==> src/rtl/mem_port_arbiter.sv <==
// ---------------------------------------------------------------------------
// mem_port_arbiter
//
// Shares the single unified memory port of the multicycle MIPS system between
// two requesters: port 0 (core fetch / load-store) and port 1 (program loader
// or debug master). One transaction per cycle is forwarded to memory. Each
// owner's burst is bounded while the other port waits. Read data is steered
// back to the issuing port RD_LAT cycles after the grant.
//
// Handshake: a port raises req and holds req/wr/addr/wdata stable. The
// transaction transfers in the cycle where req & gnt are both high. gnt is
// combinational from req and registered state, so there is zero grant latency.
// At most one gnt is high in any cycle.
//
// Parameters
//   N          data and address width
//   RD_LAT     memory read latency in cycles (1..4)
//   MAX_BURST  consecutive grants to one owner while the other requests (1..15)
//
// Ports
//   clk                      rising-edge clock
//   rst                      synchronous, active-low reset
//   p0_req/p1_req            port requests a transaction this cycle
//   p0_wr/p1_wr              1 = write, 0 = read
//   p0_addr/p1_addr          byte address
//   p0_wdata/p1_wdata        write data
//   p0_gnt/p1_gnt            transaction accepted this cycle
//   p0_rvalid/p1_rvalid      read data valid for that port
//   p0_rdata/p1_rdata        read data (qualified by rvalid)
//   mem_wr_ena               memory write enable
//   mem_addr/mem_wr_data     memory address / write data (0 when no grant)
//   mem_rd_data              memory read data, valid RD_LAT cycles after addr
//   dbg_state                FSM state: 0 = IDLE, 1 = OWN0, 2 = OWN1
//   dbg_cnt                  grants to the current owner in its burst
//   dbg_last                 most recently granted port
// ---------------------------------------------------------------------------
module mem_port_arbiter #(
  parameter int N         = 32,
  parameter int RD_LAT    = 1,
  parameter int MAX_BURST = 4
) (
  input  logic         clk,
  input  logic         rst,
  input  logic         p0_req,
  input  logic         p1_req,
  input  logic         p0_wr,
  input  logic         p1_wr,
  input  logic [N-1:0] p0_addr,
  input  logic [N-1:0] p1_addr,
  input  logic [N-1:0] p0_wdata,
  input  logic [N-1:0] p1_wdata,
  output logic         p0_gnt,
  output logic         p1_gnt,
  output logic         p0_rvalid,
  output logic         p1_rvalid,
  output logic [N-1:0] p0_rdata,
  output logic [N-1:0] p1_rdata,
  output logic         mem_wr_ena,
  output logic [N-1:0] mem_addr,
  output logic [N-1:0] mem_wr_data,
  input  logic [N-1:0] mem_rd_data,
  output logic [1:0]   dbg_state,
  output logic [3:0]   dbg_cnt,
  output logic         dbg_last
);

  localparam logic [1:0] IDLE = 2'd0;
  localparam logic [1:0] OWN0 = 2'd1;
  localparam logic [1:0] OWN1 = 2'd2;

  localparam logic [3:0] MAX_B = 4'(MAX_BURST);

  logic [1:0] state;
  logic [1:0] state_nxt;
  logic [3:0] cnt;
  logic [3:0] cnt_nxt;
  logic       last;
  logic       last_nxt;
  logic       gnt0;
  logic       gnt1;

  // Read-return tag pipeline: entry 0 is the newest, entry RD_LAT-1 the tail.
  logic [RD_LAT-1:0] tag_v;
  logic [RD_LAT-1:0] tag_p;
  logic              push_v;

  // ---------------------------------------------------------------------
  // Arbitration
  // ---------------------------------------------------------------------
  always_comb begin
    state_nxt = state;
    cnt_nxt   = cnt;
    gnt0      = 1'b0;
    gnt1      = 1'b0;

    case (state)
      IDLE: begin
        // Contention from idle goes to the port that did not win last.
        if (p0_req && (!p1_req || last)) begin
          gnt0      = 1'b1;
          state_nxt = OWN0;
          cnt_nxt   = 4'd1;
        end else if (p1_req) begin
          gnt1      = 1'b1;
          state_nxt = OWN1;
          cnt_nxt   = 4'd1;
        end
      end

      OWN0: begin
        if (p0_req && ((cnt < MAX_B) || !p1_req)) begin
          gnt0 = 1'b1;
          // A sole requester wraps the counter and keeps streaming.
          cnt_nxt = (cnt < MAX_B) ? cnt + 4'd1 : 4'd1;
        end else if (p1_req) begin
          gnt1      = 1'b1;
          state_nxt = OWN1;
          cnt_nxt   = 4'd1;
        end else begin
          state_nxt = IDLE;
          cnt_nxt   = 4'd0;
        end
      end

      OWN1: begin
        if (p1_req && ((cnt < MAX_B) || !p0_req)) begin
          gnt1    = 1'b1;
          cnt_nxt = (cnt < MAX_B) ? cnt + 4'd1 : 4'd1;
        end else if (p0_req) begin
          gnt0      = 1'b1;
          state_nxt = OWN0;
          cnt_nxt   = 4'd1;
        end else begin
          state_nxt = IDLE;
          cnt_nxt   = 4'd0;
        end
      end

      default: begin
        state_nxt = IDLE;
        cnt_nxt   = 4'd0;
      end
    endcase

    // Grants are suppressed for the whole reset cycle, not just after it.
    if (!rst) begin
      gnt0 = 1'b0;
      gnt1 = 1'b0;
    end
  end

  always_comb begin
    last_nxt = last;
    if (gnt0) last_nxt = 1'b0;
    if (gnt1) last_nxt = 1'b1;
  end

  always_ff @(posedge clk) begin
    if (!rst) begin
      state <= IDLE;
      cnt   <= 4'd0;
      last  <= 1'b1;
    end else begin
      state <= state_nxt;
      cnt   <= cnt_nxt;
      last  <= last_nxt;
    end
  end

  // ---------------------------------------------------------------------
  // Memory drive: everything is gated by the grant so an idle cycle
  // presents zeros to memory.
  // ---------------------------------------------------------------------
  always_comb begin
    mem_wr_ena  = 1'b0;
    mem_addr    = '0;
    mem_wr_data = '0;
    if (gnt0) begin
      mem_wr_ena  = p0_wr;
      mem_addr    = p0_addr;
      mem_wr_data = p0_wdata;
    end else if (gnt1) begin
      mem_wr_ena  = p1_wr;
      mem_addr    = p1_addr;
      mem_wr_data = p1_wdata;
    end
  end

  // ---------------------------------------------------------------------
  // Read return
  // ---------------------------------------------------------------------
  assign push_v = (gnt0 && !p0_wr) || (gnt1 && !p1_wr);

  always_ff @(posedge clk) begin
    if (!rst) begin
      tag_v <= '0;
      tag_p <= '0;
    end else begin
      tag_v[0] <= push_v;
      tag_p[0] <= gnt1;
      for (int i = 1; i < RD_LAT; i++) begin
        tag_v[i] <= tag_v[i-1];
        tag_p[i] <= tag_p[i-1];
      end
    end
  end

  assign p0_rvalid = rst && tag_v[RD_LAT-1] && !tag_p[RD_LAT-1];
  assign p1_rvalid = rst && tag_v[RD_LAT-1] &&  tag_p[RD_LAT-1];
  assign p0_rdata  = mem_rd_data;
  assign p1_rdata  = mem_rd_data;

  assign p0_gnt = gnt0;
  assign p1_gnt = gnt1;

  assign dbg_state = state;
  assign dbg_cnt   = cnt;
  assign dbg_last  = last;

endmodule

==> config.mk <==
export PLATFORM = sky130hd
export DESIGN_NAME = mem_port_arbiter
export DESIGN_NICKNAME = d
export VERILOG_FILES = /design/src/rtl/mem_port_arbiter.sv
export SDC_FILE = /design/constraint.sdc
export NUM_CORES = 1
export LEC_CHECK = 0
export ABC_AREA = 1
export ABC_CLOCK_PERIOD_IN_PS = 2900
export CAP_MARGIN = 15
export CORE_AREA = 2 2 120 122
export DETAILED_ROUTE_END_ITERATION = 7
export DIE_AREA = 0 0 122 124
export SLEW_MARGIN = 20
export SYNTH_ARGS = -nofsm -noshare
export SYNTH_HDL_FRONTEND = slang
export SYNTH_SLANG_ARGS = --single-unit
==> constraint.sdc <==
create_clock -name clk -period 2.9 [get_ports clk]
set_clock_uncertainty 0.05 [all_clocks]
set_input_delay 0.58 -clock clk [delete_from_list [all_inputs] [get_ports clk]]
set_output_delay 0.58 -clock clk [all_outputs]
set_load 0.01 [all_outputs]
==> results of run 1 <==
[layer usage]
layer / track usage / share of wire / vias to the layer above
met3: 0.0325 / 0.11 / 37
met5: 0 / 0 / -
li1: - / - / 1461
met1: 0.104 / 0.35 / 1317
met2: 0.198 / 0.52 / 164
met4: 0.0438 / 0.028 / 0
[layout make-up]
type / instances / area (µm²)
fill: 1487 / 9420
timing repair buffer: 235 / 2560
multi-input combinational: 251 / 1180
tap: 180 / 225
sequential: 9 / 181
clock buffer: 4 / 78.8
inverter: 19 / 71.3
[state kept, by name (all words and copies together) (netlist names)]
| register | flops |
|---|---|
| dbg_cnt | 4 |
| dbg_last | 1 |
| tag_p | 1 |
| tag_v | 1 |
| dbg_state | 2 |
[what timing repair did]
item                                    in CTS  in global routing
endpoints found under the setup margin      67                 55
cloned                                       2                  5
resized for setup                           22                 40
pin swaps                                    0                  1
setup buffers                                0                  8
[Yosys cell counts, types with 2 or more instances]
cell | number | area share
buf_1 | 2 | 0.0037
buf_4 | 67 | 0.24
buf_6 | 4 | 0.022
buf_2 | 8 | 0.019
inv_2 | 5 | 0.0091
nor3_1 | 4 | 0.0097
nor2_1 | 10 | 0.018
nand3_2 | 2 | 0.0097
clkbuf_1 | 12 | 0.022
nand4_1 | 2 | 0.0061
inv_1 | 14 | 0.026
a21oi_1 | 3 | 0.0073
o21ai_0 | 2 | 0.0049
nand3_1 | 138 | 0.34
dfxtp_1 | 9 | 0.088
nand2_1 | 85 | 0.16
[logic make-up after synthesis]
| logic type | after synthesis | synth area share |
|---|---|---|
| DFF | 9 | 0.0876 |
| and+or+nand+nor | 244 | 0.545 |
| adders and majority gates | 1 | 0.00609 |
| AOI/OAI and AO/OA | 6 | 0.0146 |
| buffers and inverters | 112 | 0.346 |
[path summary, 6_finish.rpt]
kind	to	slack, ps	cells after the start
setup / recovery	mem_wr_data[25]	90	9
hold / removal	dbg_last$_SDFFE_PP1P_	440	2
setup reg to reg	tag_v$_SDFF_PN0_	1210	12
hold reg to reg	dbg_last$_SDFFE_PP1P_	440	2
[power breakdown]
part,switching [W],total (W),internal [W]
logic,0.000377,0.000886,0.000509
registers,0.0000106,0.000145,0.000134
clock network,0.0000613,0.000245,0.000184
[stage by stage]
| step | TNS (ps) | std cells | hold slack (ps) | cell area [µm²] |
|---|---|---|---|---|
| floorplan | 0 | 372 | 444 | 2060 |
| global placement | -13930 | 679 | 425 | 3890 |
| detailed placement | -15640 | 679 | 444 | 3890 |
| CTS | 0 | 685 | 450 | 4030 |
| global route | 0 | 698 | 472 | 4300 |
| finish | 0 | 698 | 442 | 4300 |
[worst min-delay path, stage by stage (launching register included)]
cell	delay, ps
dfxtp_1	330
nand2_1	70
nand2_1	40
==> metrics.yaml, run 1 <==
outcome:
  status: "finished clean"
cts:
  clk_latency_ps: 240
  clock_path_buffers: 2
  cts_root_buf: "clkbuf_16"
  numCtsBuffers: 3
  cts.clk_slew.worst_paths_ps: 40
  cts_tree: "done"
  hold_buffers: 0
  cts_htree_levels: 1
  cts_sinks: 9
floorplan:
  io_pins: 306
  start_util: 0.150
  fp.dieArea_um2: 15100
  die_h_um: 124
  design.core.area_um2: 13700
  die_w_um: 122
  rows: 43
worst_hold_path:
  hold_class: "reg2reg"
  min_from: "dbg_last$_SDFFE_PP1P_"
yosys:
  async_flop_share: 0
  yosys_warnings: 0
  syn_nets: 539
  ys_seq_area_frac: 0.0876
  synth_edf_count: 0
  syn_area_um2: 2060
  avgSynthCellArea_um2: 5.53
  synth.distinct_cells: 21
  syn_inst: 372
  ys_seq_elements: 9
  synthFlopType: "dfxtp_1"
detailed_routing:
  wirelength_um: 10200
  drt-pass1-iter-count: 4
  vias: 2979
  drc_errors: 0
  wl_per_cell_um: 14.5
  final_antenna_net_count: 0
  viasPerCell: 4.27
  drt_iter0_markers: 80
power:
  p_per_area_nw_per_um2: 296
  peakVddDrop_v: 0.000221
  power_w: 0.00128
  p_leak_nw: 2.46
worst_setup_path:
  critPathCaptureType: "primary output"
  worstPathArrival_ps: 2180
  cpMostUsedCell: "nand2_1"
  cp_data_required_time_ps: 2270
  crit_path_start_kind: "flip-flop"
  cp_top_family: "buffers and inverters"
  rr_startpoint: "dbg_cnt[2]$_SDFFE_PN0P_"
  worstPathCellList: "inv_2, nor3_1, nand2_1, nand3_4, buf_12, clkbuf_16, nand3_1, nand2_1, clkdlybuf4s50_1"
  cp_slowest_cell: "clkdlybuf4s50_1"
  worst-path-max-fanout: 9
  slowest_delay_ps: 540
  crit_type: "reg2out"
  cp-startpoint: "dbg_state[0]$_SDFFE_PN0P_"
  timing.critical_path.buf_inv: 4
place:
  place_congestion: 0.751
  dpl_worst_slack_ps: -276
  portBuffers: 209
  place.detailed.hpwl_um: 6960
global_routing:
  first_global_vias: 2627
  grt_start_max_net_pins: 77
  grt-ovfl-total: 0
  grt_usage: 0.104
  grt_pass1_wl_um: 12700
  antenna_found_initial: 0
cells_and_area:
  syn2layout_area_growth_pct: 109
  final_cell_mix: "159 x clkdlybuf4s50_1, 138 x nand3_1, 85 x nand2_1"
  layout-drive-gt1-share: 0.0849
  layout_commonest_cell: "clkdlybuf4s50_1"
  insertedDiodeCount: 0
  fin_nets: 686
  utilization: 0.314
sta:
  post-route-period-util: 0.969
  setup_viol: 0
  finalWorstSetupSlack_ps: 90.0
  rsz0062_at_grt: "false"
  slew_viol_final: 0
  slew_headroom: 0.679
  hold_viol: 0
  worst_pin_slew_ps: 478
  fmax_mhz: 356
  finalCriticalPeriod_ps: 2810
job:
  maxCapViolations: 0
(Power assumes the default switching activity.)
==> inputs of run 2 (changes only) <==
ABC_CLOCK_PERIOD_IN_PS = 3500   (was 2900)
SETUP_SLACK_MARGIN = 0.3   (was default)
SLEW_MARGIN = default   (was 20)
clock period = 3.5 ns   (was 2.9 ns; I/O delays follow)
==> metrics.yaml, run 2 (synthesized netlist as in run 1, its figures left out) <==
floorplan:
  fp.dieArea_um2: 15100
  die_h_um: 124
  rows: 43
  die_w_um: 122
  design.core.area_um2: 13700
  start_util: 0.150
  io_pins: 306
outcome:
  status: "finished clean"
worst_setup_path:
  reg2reg_slack_ps: 1880
  reg2regPathDepth: 8
  r2r-end: "tag_v$_SDFF_PN0_"
  slowest_delay_ps: 530
  rr_startpoint: "dbg_state[1]$_SDFFE_PN0P_"
  timing.critical_path.buf_inv: 5
  cpMostUsedCell: "nand2_1"
  worstPathArrival_ps: 2420
  cp_top_family: "buffers and inverters"
  cp_data_required_time_ps: 2750
  worstPathCellList: "clkdlybuf4s15_2, inv_2, nor3_1, nand2_1, nand3_4, buf_12, buf_16, nand3_1, nand2_1, clkdlybuf4s50_1"
  crit_type: "in2out"
  crit_path_start_kind: "input pin"
  critPathCaptureType: "primary output"
  worst-path-max-fanout: 17
  cp_slowest_cell: "clkdlybuf4s50_1"
cells_and_area:
  syn2layout_area_growth_pct: 99.6
  stdcell_area_um2: 4100
  fin_nets: 670
  largest_reg_flops: 4
  layout-drive-gt1-share: 0.0538
  final_cell_mix: "178 x clkdlybuf4s50_1, 138 x nand3_1, 85 x nand2_1"
  insertedDiodeCount: 0
  layout_commonest_cell: "clkdlybuf4s50_1"
place:
  place_congestion: 0.720
  place.detailed.hpwl_um: 6830
  placed_area_um2: 3830
  portBuffers: 209
global_routing:
  grt-ovfl-total: 0
  first_global_vias: 2690
  grt_pass1_wl_um: 12500
  antenna_found_initial: 0
  grt_usage: 0.102
  grt_start_max_net_pins: 140
detailed_routing:
  wl_per_cell_um: 14.0
  final_antenna_net_count: 0
  drt-pass1-iter-count: 4
  viasPerCell: 4.25
  wirelength_um: 9550
  drc_errors: 0
  vias: 2899
  drt_iter0_markers: 71
sta:
  finalCriticalPeriod_ps: 3170
  slew_viol_final: 0
  rsz0062_at_grt: "true"
  post-route-period-util: 0.905
  hold_ws_ps: 438
  setup_viol: 0
  slew_headroom: 0.634
  fmax_mhz: 316
  hold_viol: 0
  worst_pin_slew_ps: 549
power:
  p_leak_nw: 2.17
  peakVddDrop_v: 0.000204
  p_per_area_nw_per_um2: 244
worst_hold_path:
  hold_depth: 2
  min_from: "dbg_last$_SDFFE_PP1P_"
  hold_end: "dbg_last$_SDFFE_PP1P_"
  hold_class: "reg2reg"
cts:
  cts.clk_slew.worst_paths_ps: 40
  cts_sinks: 9
  cts_htree_levels: 1
  clk_latency_ps: 230
  numCtsBuffers: 3
  clock_path_buffers: 2
  cts_root_buf: "clkbuf_16"
  cts_tree: "done"
job:
  maxCapViolations: 0
-- run 2: changes by cell type in the layout (fill, tap and decap cells not counted), moves of 2 or more --
cell / previous run / this run
dlygate4sd2_1: 12 / 3
clkdlybuf4s50_1: 159 / 178
dlymetal6s2s_1: 35 / 25
buf_4: 12 / 1
clkbuf_16: 7 / 5
-- run 2: tightest hold or removal path, delay by kind of cell, from the launching register on --
| kind | cells | cell delay, ps |
|---|---|---|
| flip-flops | 1 | 330 |
| AND/OR/NAND/NOR | 2 | 110 |
-- run 2: report_power, final --
group / total, W / internal (W) / switching (W)
registers: 0.000120 / 0.000111 / 0.00000884
logic: 0.000680 / 0.000386 / 0.000294
clock network: 0.000202 / 0.000152 / 0.0000499
total: 0.00100 / 0.000649 / 0.000353
-- run 2: final cells by class --
cell class                 count  area, µm²
clock buffer                   4       78.8
fill                        1480       9620
inverter                      19       71.3
multi-input combinational    251       1190
sequential                     9        180
tap                          180        225
timing repair buffer         219       2360
-- run 2: per-stage QoR --
stage                     setup WS, ps  power, W  utilization  cells  setup TNS (ps)
after floorplan                   1220  0.000452            -    372               0
after global placement            76.4  0.000745        0.279    673               0
after detailed placement         -24.1  0.000754        0.279    673           -74.6
after CTS                          274  0.000979        0.288    678               0
after global routing               238   0.00107        0.299    682               0
final                              332   0.00100        0.299    682               0
-- run 2: how the worst max path moves through the flow --
stage,end,slack (ps),from,cells after the start
5_1_grt,mem_wr_data[6],240,p1_req,10
6_report,mem_wr_data[29],330,p1_req,10
3_3_place_gp,mem_wr_data[31],80,p0_req,9
2_1_floorplan,mem_addr[11],1220,p1_req,9
3_5_place_dp,mem_wr_data[8],-20,p1_req,9
4_1_cts,mem_wr_data[29],270,p1_req,9
-- run 2: per-layer routing --
metal	up-vias	track usage	share of wire
li1	1427	-	-
met2	166	0.194	0.50
met1	1267	0.0998	0.36
met5	-	0	0
met3	39	0.0348	0.11
met4	0	0.0438	0.034
-- run 2: repair_timing --
action,in CTS,in global routing
gates cloned,1,2
setup endpoints to repair,67,64
pin swaps,1,1
gates resized for setup,8,32
setup buffers,0,2
hold buffers,0,0
==> inputs of run 3 (changes only) <==
--- a/config.mk
+++ b/config.mk
@@ -12,4 +12,5 @@
 export DETAILED_ROUTE_END_ITERATION = 7
 export DIE_AREA = 0 0 122 124
+export HOLD_SLACK_MARGIN = 0.05
 export SETUP_SLACK_MARGIN = 0.3
 export SYNTH_ARGS = -nofsm -noshare
--- a/constraint.sdc
+++ b/constraint.sdc
@@ -3,3 +3,3 @@
 set_input_delay 0.7 -clock clk [delete_from_list [all_inputs] [get_ports clk]]
 set_output_delay 0.7 -clock clk [all_outputs]
-set_load 0.01 [all_outputs]
+set_load 0.1 [all_outputs]
==> metrics.yaml, run 3 (synthesized netlist as in run 1, its figures left out) <==
floorplan:
  io_pins: 306
  fp.dieArea_um2: 15100
  die_w_um: 122
  design.core.area_um2: 13700
  die_h_um: 124
  start_util: 0.150
  rows: 43
cells_and_area:
  layout_commonest_cell: "nand3_1"
  syn2layout_area_growth_pct: 128
  final_cell_mix: "138 x nand3_1, 131 x clkdlybuf4s50_1, 84 x nand2_1"
  fin_nets: 671
  largest_reg_flops: 4
  layout-drive-gt1-share: 0.201
  insertedDiodeCount: 0
  stdcell_area_um2: 4690
  fin_cells: 683
worst_setup_path:
  cp_slowest_cell: "nand3_4"
  crit_path_start_kind: "input pin"
  cpMostUsedCell: "nand3_1"
  critPathCaptureType: "primary output"
  worstPathArrival_ps: 2090
  slowest_delay_ps: 250
  worstPathCellList: "dlymetal6s2s_1, o21ai_1, nand3_1, nand3_4, clkbuf_16, nand3_1, nand2_1, buf_12"
  worst-path-max-fanout: 9
  crit_type: "in2out"
  cp_data_required_time_ps: 2750
sta:
  slew_viol_final: 0
  post-route-period-util: 0.811
  slew_headroom: 0.355
  rsz0062_at_grt: "false"
  worst_pin_slew_ps: 964
  hold_viol: 0
  finalCriticalPeriod_ps: 2840
  setup_viol: 0
  fmax_mhz: 352
  hold_ws_ps: 463
  tns_ps: 0
power:
  p_comb_frac: 0.829
  p_per_area_nw_per_um2: 394
  p_int_w: 0.000825
  p_leak_nw: 2.13
  seq_power_share: 0.065
  power.switching_w: 0.00102
  p_clk_frac: 0.106
  p_sw_frac: 0.553
  peakVddDrop_v: 0.000159
detailed_routing:
  vias: 2943
  wirelength_um: 10700
  drt_iter0_markers: 107
  viasPerCell: 4.31
  final_antenna_net_count: 0
  drt-pass1-iter-count: 4
  drc_errors: 0
  wl_per_cell_um: 15.6
cts:
  cts_resized: 0
  hold_buffers: 0
  cts_sinks: 9
  cts_root_buf: "clkbuf_16"
  cts_htree_levels: 1
  post_cts_buffers: 0
  cts_tree: "done"
  cts.clk_slew.worst_paths_ps: 40
  clock_path_buffers: 2
  numCtsBuffers: 3
  clk_latency_ps: 230
job:
  maxCapViolations: 0
worst_hold_path:
  hold_class: "reg2reg"
place:
  portBuffers: 209
  place_congestion: 0.843
  placed_area_um2: 4480
  post-place-cells: 673
  place.detailed.hpwl_um: 7580
global_routing:
  grt_usage: 0.108
  grt_start_max_net_pins: 69
  first_global_vias: 2703
  grt_pass1_wl_um: 13300
  grt-ovfl-total: 0
  antenna_found_initial: 0
outcome:
  status: "finished clean"
## run 3: power groups by stage
stage / registers [W] / clock network, W / logic, W
finish: 0.000120 / 0.000195 / 0.00153
global route: 0.000121 / 0.000211 / 0.00159
CTS: 0.000120 / 0.000200 / 0.00147
detailed placement: 0.000122 / 0 / 0.00147
global placement: 0.000122 / 0 / 0.00146
floorplan: 0.000158 / 0 / 0.00117
## run 3: metal layers
metal	wire [µm]	track usage	share of wire	vias to the layer above
met2	5410	0.200	0.51	169
met4	325	0.0474	0.030	0
li1	-	-	-	1429
met1	3740	0.111	0.35	1311
met5	0	0	0	-
met3	1200	0.0357	0.11	34
## run 3: critical path: cells and delay by family
family,cells,cell delay [ps]
and+or+nand+nor,4,610
buffers and inverters,3,600
AOI/OAI and AO/OA,1,150
## run 3: cell type report
class                   count  area, µm²
clock buffers               4       78.8
fillers                  1452       9030
inverters                  19       71.3
multi-input cells         251       1170
flip-flops and latches      9        183
well taps                 180        225
repair buffers            220       2960
## run 3: final timing paths
kind	startpoint	endpoint	slack, ps	cells after the start
hold / removal	dbg_last$_SDFFE_PP1P_	dbg_last$_SDFFE_PP1P_	460	2
hold reg to reg	dbg_last$_SDFFE_PP1P_	dbg_last$_SDFFE_PP1P_	460	2
setup / recovery	p0_req	mem_wr_data[26]	660	8
setup reg to reg	dbg_cnt[3]$_SDFFE_PN0P_	dbg_last$_SDFFE_PP1P_	1930	9
## run 3: stage by stage
| step | utilization | setup WS [ps] | total power [W] |
|---|---|---|---|
| 3_5_place_dp | 0.327 | 324 | 0.00159 |
| 6_report | 0.342 | 660 | 0.00185 |
| 5_1_grt | 0.342 | 540 | 0.00192 |
| 4_1_cts | 0.333 | 320 | 0.00179 |
| 3_3_place_gp | 0.327 | 369 | 0.00158 |
| 2_1_floorplan | - | 306 | 0.00133 |
